--- src/rtl/stream_rr_arbiter_if.sv ---
// Handshake bundle between NUM_SRC packet sources, the arbiter and one downstream consumer.
// The arbiter takes the slave view; the environment driving sources and sinking output takes the master view.
interface stream_rr_arbiter_if #(
  parameter int NUM_SRC = 4,
  parameter int DW      = 32
);
  localparam int SW = $clog2(NUM_SRC);

  logic [NUM_SRC*DW-1:0] data_s;
  logic [NUM_SRC-1:0]    vld_s;
  logic [NUM_SRC-1:0]    last_s;
  logic [NUM_SRC-1:0]    ready_s;

  logic [DW-1:0]         data_m;
  logic                  last_m;
  logic [SW-1:0]         src_m;
  logic                  vld_m;
  logic                  ready_m;

  modport slave (
    input  data_s, vld_s, last_s, ready_m,
    output ready_s, data_m, last_m, src_m, vld_m
  );

  modport master (
    output data_s, vld_s, last_s, ready_m,
    input  ready_s, data_m, last_m, src_m, vld_m
  );
endinterface

--- src/rtl/stream_rr_arbiter.sv ---
// Round-robin packet-locking arbiter feeding a one-entry output register; first beat out 2 cycles after vld_s.
// Backpressure: ready_s of the granted source follows (!vld_m | ready_m); beat-per-cycle inside a packet.
module stream_rr_arbiter #(
  parameter int NUM_SRC = 4,
  parameter int DW      = 32,
  parameter int CW      = 16
) (
  input  logic                  clk,
  input  logic                  rst_n,
  stream_rr_arbiter_if.slave    s_if,
  output logic [CW-1:0]         cnt_o,
  output logic                  busy
);

  localparam int SW = $clog2(NUM_SRC);

  typedef enum logic {
    IDLE = 1'b0,
    LOCK = 1'b1
  } state_t;

  state_t            r_state;
  state_t            w_state_nxt;
  logic [SW-1:0]     r_ptr;
  logic [SW-1:0]     w_ptr_nxt;
  logic [SW-1:0]     r_grant;
  logic [SW-1:0]     w_grant_nxt;

  logic              w_req_any;
  logic [SW-1:0]     w_req_idx;
  logic [SW-1:0]     w_cand;

  logic              w_gnt_vld;
  logic              w_gnt_last;
  logic [DW-1:0]     w_gnt_data;
  logic              w_out_free;
  logic              w_xfer;
  logic [NUM_SRC-1:0] w_ready_s;

  logic              r_vld_m;
  logic [DW-1:0]     r_data_m;
  logic              r_last_m;
  logic [SW-1:0]     r_src_m;
  logic [CW-1:0]     r_cnt;

  // Wraps explicitly so non-power-of-two source counts never select a missing index.
  function automatic logic [SW-1:0] rr_idx(input logic [SW-1:0] base, input int k);
    int s;
    s = int'(base) + k;
    if (s >= NUM_SRC) begin
      s = s - NUM_SRC;
    end
    return SW'(s);
  endfunction

  // First requester at or after the pointer wins.
  always_comb begin
    w_req_any = 1'b0;
    w_req_idx = '0;
    w_cand    = '0;
    for (int k = 0; k < NUM_SRC; k++) begin
      w_cand = rr_idx(r_ptr, k);
      if (!w_req_any && s_if.vld_s[w_cand]) begin
        w_req_any = 1'b1;
        w_req_idx = w_cand;
      end
    end
  end

  assign w_gnt_vld  = s_if.vld_s[r_grant];
  assign w_gnt_last = s_if.last_s[r_grant];
  assign w_gnt_data = s_if.data_s[r_grant*DW +: DW];

  // The output register can accept a beat when empty or draining this cycle.
  assign w_out_free = !r_vld_m || s_if.ready_m;
  assign w_xfer     = (r_state == LOCK) && w_gnt_vld && w_out_free;

  always_comb begin
    w_ready_s = '0;
    if (r_state == LOCK && w_out_free) begin
      w_ready_s[r_grant] = 1'b1;
    end
  end

  assign s_if.ready_s = w_ready_s;

  always_ff @(posedge clk or negedge rst_n) begin
    if (!rst_n) begin
      r_state <= IDLE;
      r_ptr   <= '0;
      r_grant <= '0;
    end else begin
      r_state <= w_state_nxt;
      r_ptr   <= w_ptr_nxt;
      r_grant <= w_grant_nxt;
    end
  end

  always_comb begin
    w_state_nxt = r_state;
    w_ptr_nxt   = r_ptr;
    w_grant_nxt = r_grant;
    case (r_state)
      IDLE: begin
        if (w_req_any) begin
          w_grant_nxt = w_req_idx;
          w_state_nxt = LOCK;
        end
      end
      LOCK: begin
        // Grant is held until the last beat moves; a stalled source keeps it indefinitely.
        if (w_xfer && w_gnt_last) begin
          w_state_nxt = IDLE;
          w_ptr_nxt   = (r_grant == SW'(NUM_SRC - 1)) ? '0 : r_grant + 1'b1;
        end
      end
      default: begin
        w_state_nxt = IDLE;
      end
    endcase
  end

  // A new beat overwrites a draining one, so back-to-back beats leave no bubble.
  always_ff @(posedge clk or negedge rst_n) begin
    if (!rst_n) begin
      r_vld_m  <= 1'b0;
      r_data_m <= '0;
      r_last_m <= 1'b0;
      r_src_m  <= '0;
    end else if (w_xfer) begin
      r_vld_m  <= 1'b1;
      r_data_m <= w_gnt_data;
      r_last_m <= w_gnt_last;
      r_src_m  <= r_grant;
    end else if (r_vld_m && s_if.ready_m) begin
      r_vld_m  <= 1'b0;
    end
  end

  always_ff @(posedge clk or negedge rst_n) begin
    if (!rst_n) begin
      r_cnt <= '0;
    end else if (r_vld_m && s_if.ready_m) begin
      r_cnt <= r_cnt + 1'b1;
    end
  end

  assign s_if.vld_m  = r_vld_m;
  assign s_if.data_m = r_data_m;
  assign s_if.last_m = r_last_m;
  assign s_if.src_m  = r_src_m;
  assign cnt_o       = r_cnt;
  assign busy        = (r_state == LOCK) || r_vld_m;

endmodule
--- src/flat_wrapper.sv ---
// flat-port wrapper written by rule: the top's interface ports become plain ports
module stream_rr_arbiter_flat 
#(
  parameter int NUM_SRC = 4,
  parameter int DW      = 32,
  parameter int CW      = 16
)
  (clk, rst_n, cnt_o, busy, s_if_data_s, s_if_vld_s, s_if_last_s, s_if_ready_m, s_if_ready_s, s_if_data_m, s_if_last_m, s_if_src_m, s_if_vld_m);
  stream_rr_arbiter_if #(.NUM_SRC(NUM_SRC), .DW(DW)) s_if_i ();
  input  logic clk;
  input  logic rst_n;
  output logic [CW-1:0] cnt_o;
  output logic busy;
  input wire logic [$bits(s_if_i.data_s)-1:0] s_if_data_s;
  input wire logic [$bits(s_if_i.vld_s)-1:0] s_if_vld_s;
  input wire logic [$bits(s_if_i.last_s)-1:0] s_if_last_s;
  input wire logic [$bits(s_if_i.ready_m)-1:0] s_if_ready_m;
  output wire logic [$bits(s_if_i.ready_s)-1:0] s_if_ready_s;
  output wire logic [$bits(s_if_i.data_m)-1:0] s_if_data_m;
  output wire logic [$bits(s_if_i.last_m)-1:0] s_if_last_m;
  output wire logic [$bits(s_if_i.src_m)-1:0] s_if_src_m;
  output wire logic [$bits(s_if_i.vld_m)-1:0] s_if_vld_m;
  assign s_if_i.data_s = s_if_data_s;
  assign s_if_i.vld_s = s_if_vld_s;
  assign s_if_i.last_s = s_if_last_s;
  assign s_if_i.ready_m = s_if_ready_m;
  assign s_if_ready_s = s_if_i.ready_s;
  assign s_if_data_m = s_if_i.data_m;
  assign s_if_last_m = s_if_i.last_m;
  assign s_if_src_m = s_if_i.src_m;
  assign s_if_vld_m = s_if_i.vld_m;
  stream_rr_arbiter #(.NUM_SRC(NUM_SRC), .DW(DW), .CW(CW)) u_core (.clk(clk), .rst_n(rst_n), .s_if(s_if_i), .cnt_o(cnt_o), .busy(busy));
endmodule
--- config.mk ---
export PLATFORM = sky130hd
export DESIGN_NAME = stream_rr_arbiter_flat
export DESIGN_NICKNAME = d
export VERILOG_FILES = /design/src/rtl/stream_rr_arbiter_if.sv /design/src/rtl/stream_rr_arbiter.sv /design/src/flat_wrapper.sv
export SDC_FILE = /design/constraint.sdc
export NUM_CORES = 1
export LEC_CHECK = 0
export CELL_PAD_IN_SITES_DETAIL_PLACEMENT = 2
export CELL_PAD_IN_SITES_GLOBAL_PLACEMENT = 2
export CORE_UTILIZATION = 24
export DETAILED_ROUTE_END_ITERATION = 10
export PLACE_DENSITY_LB_ADDON = 0.1
export SLEW_MARGIN = 20
export SYNTH_ARGS = -nofsm -noshare
export SYNTH_HDL_FRONTEND = slang
export SYNTH_SLANG_ARGS = --single-unit
--- constraint.sdc ---
create_clock -name clk -period 2.5 [get_ports clk]
set_clock_uncertainty 0.2 [all_clocks]
set_input_delay 0.5 -clock clk [delete_from_list [all_inputs] [get_ports clk]]
set_output_delay 0.5 -clock clk [all_outputs]
set_load 0.005 [all_outputs]
==> out/results.txt <==
All-Layer GR Usage - 16.2%
RSZ-0062 raised after global routing - false
IO buf count - 195
DRC Markers - 0
Synth warn - 0
# placed instances - 608
Layout area overhead - 74.7%
Via Count - 2888
Die Ht - 122 um
Final setup TNS - 0 ns
Net count after synthesis - 369
Max Fclk - 413 MHz
Worst Max-Slew Pin Slew - 0.517 ns
Clk Latency, worst-skew pair - 0.33 ns
Maxcap violations - 0
Kind of critical path - flop to primary output
CP max-delay cell - clkdlybuf4s50_1
Slew HR - 65.5%
Most common cell in the netlist - dfrtp_1
Initial Util - 24.8%
Min Hold Slack - 0.271 ns
Hold Vio Cnt, Final - 0
Hold Path Sink - u_core.cnt_o[15]
Die Span X - 122 um
Worst path cell trace - inv_1, ha_1, and3_1, clkdlybuf4s50_1
Starting DRT DRC Count - 59
Startpoint of the worst hold path - u_core.cnt_o[15]
Status - complete, no violations
CTS tree - yes
Netlist cell types - 35
Depth of the worst register-to-register path - 5
Synth Instances - 225
Vias per inst - 4.58
Leakage power - 0.00254 uW
Number of enable flip-flop cells after synthesis - 0
Register area share after synthesis - 41.3%
Routed Antenna Nets - 0
Core ar. - 0.0139 mm^2
# nets final - 589
Worst Setup End Kind - primary output
Reg-to-reg startpoint - u_core.r_grant[0]
Final HPWL DP - 9150 um
Die ar. - 0.0149 mm^2
Vias in the first global route - 3235
Antenna cell count - 0
WP data required - 1.80 ns
Reg2Reg Setup Slack - 0.33 ns
Root Driver - clkbuf_16
Maximum clock path buffer count - 2
Synth Flop Type - dfrtp_1
CP Max Fanout - 5
DR WL/cell - 18.2 um
Delay-heaviest family, CP - buffers and inverters
CP peak stage delay - 0.50 ns
Tcrit/Tclk final - 96.8%
Synth area leader - dfrtp_1
Buffers and inverters on the worst path - 2
Drt pass-1 iters - 4
Layout cells sized above 1 - 22.4%
Clock sinks - 57
Drt total wl - 11500 um
Synth area leaders - dfrtp_1 41%, mux4_1 12%, mux4_2 12%
Post-Syn Area - 0.00345 mm^2
GR Overflow Total - 0
TritonCTS Buffers - 9
First-pass GRT wire length - 17700 um
Yosys top cell area share - 41.3%
Worst path depth - 4
Syn Area/Cell - 15.3 um^2
Clk slew on worst S/H paths - 0.05 ns
Largest net degree at the start of global routing - 22
Post-synth ARST share - 100%
Peak VDD IR - 0.367 mV
# fillers - 1420
RR Endpoint - u_core.s_if.data_m[1]
Std-Cell Rows - 43
Synth top cells by count - 57 x dfrtp_1, 26 x mux2_4, 18 x mux4_2, 16 x mux4_1, 13 x nand2_1
Max-slew violations - 0
Critical path startpoint category - flop
I/O pins - 196
H-tree depth - 3
Non-Filler Instances - 630
Setup Viol. Count Final - 0
Seq cells post-synth - 57
Arr. time, crit path - 1.72 ns
Initial antenna violation count - 0
Pwr dens - 1050 mW/mm^2
Final Critical Period - 2.42 ns
RD Place Congestion - 0.686
Worst min path class - flop to flop
Hold Path Cell Cnt - 1
==> registers in the layout, indices dropped and copies added (netlist names) <==
| signal | count |
|---|---|
| u_core.cnt_o | 16 |
| u_core.r_grant | 2 |
| u_core.r_ptr | 2 |
| u_core.r_state | 1 |
| u_core.s_if.data_m | 32 |
| u_core.s_if.last_m | 1 |
| u_core.s_if.src_m | 2 |
| u_core.s_if.vld_m | 1 |
==> layer usage <==
metal | part of all wire, % | vias up | wire, um | GRT usage [%]
met5 | 0 | - | 0 | 0
met4 | 1.6 | 0 | 182 | 6.25
met3 | 5.8 | 11 | 661 | 4.17
met2 | 56 | 88 | 6400 | 29.9
met1 | 37 | 1469 | 4200 | 17.4
li1 | - | 1320 | - | -
==> final cells by class <==
type                       count  area (um^2)  share of cell area (%)
inverter                       6         22.5                   0.374
tap                          180          225                    3.74
clock inverter                 3         40.0                   0.664
timing repair buffer         224         2190                    36.3
sequential                    57         1430                    23.8
clock buffer                  13          250                    4.15
multi-input combinational    147         1870                    31.0
==> worst max-delay path by stage <==
| stage | slack [ns] | from | to |
|---|---|---|---|
| detailed placement | -0.17 | s_if_ready_m | s_if_ready_s[3] |
| floorplan | 0.49 | u_core.r_grant[1] | s_if_ready_s[0] |
| global route | 0.003 | u_core.r_grant[1] | s_if_ready_s[0] |
| global placement | -0.17 | s_if_ready_m | s_if_ready_s[3] |
| finish | 0.08 | u_core.r_grant[0] | s_if_ready_s[2] |
| CTS | 0.05 | u_core.r_grant[0] | s_if_ready_s[2] |
==> placed cells by master (no fill, tap or decap), types with 2 or more instances in the layout <==
cell | synthesis | layout
and2_1 | 2 | 2
clkinv_2 | 0 | 2
ha_1 | 5 | 5
buf_4 | 0 | 26
o22ai_1 | 2 | 2
and3_1 | 6 | 6
dlygate4sd2_1 | 0 | 2
a21oi_1 | 2 | 2
clkbuf_1 | 6 | 3
mux2_2 | 10 | 10
clkdlybuf4s50_1 | 0 | 192
nand3_1 | 3 | 3
nand4_1 | 6 | 6
nand2_1 | 13 | 13
xor2_1 | 4 | 4
inv_1 | 6 | 6
mux4_2 | 18 | 18
clkbuf_16 | 0 | 9
dfrtp_1 | 57 | 55
nor2_1 | 2 | 2
and4_1 | 4 | 4
o21ai_0 | 6 | 6
xnor2_1 | 11 | 11
mux2_4 | 26 | 26
mux4_1 | 16 | 16
buf_12 | 3 | 2
==> cells by family after synthesis <==
logic type               share of synthesized area (%)
XOR/XNOR                                          3.81
AND/OR/NAND/NOR                                   7.04
multiplexers                                      38.8
buffers and inverters                             4.75
flip-flops                                        41.3
AO/OA/AOI/OAI                                     2.43
adder cells (fa/ha/maj)                           1.81
==> power by group <==
part / switching, uW / leakage, uW / internal, uW
combinational: 1190 / 0.00170 / 2250
clock: 420 / 0.000144 / 795
sequential: 312 / 0.000694 / 1330
==> worst reg2reg max path, delay by kind of cell (launching register included) <==
family                 cells  cell delay (ns)
and+or+nand+nor            1             0.18
muxes                      2             0.87
DFF                        1             0.43
buffers and inverters      2             0.36
==> timing repair <==
action                                  CTS  global route
hold buffers                              1             0
resized for setup                         5             0
endpoints found under the hold margin    18             0
buffers inserted                          5             0
endpoints found under the setup margin    4             0
==> metrics by stage <==
step | setup WS (ns) | cell area [um^2] | utilization [%] | power, uW
finish | 0.0806 | 6030 | 43.2 | 6300
global route | 0.00346 | 6030 | 43.2 | 6740
CTS | 0.0538 | 6030 | 43.2 | 6470
detailed placement | -0.171 | 5680 | 40.8 | 5140
global placement | -0.166 | 5680 | 40.8 | 5060
floorplan | 0.486 | 3450 | - | 3660
No activity file was read; power rests on OpenSTA's default activity.
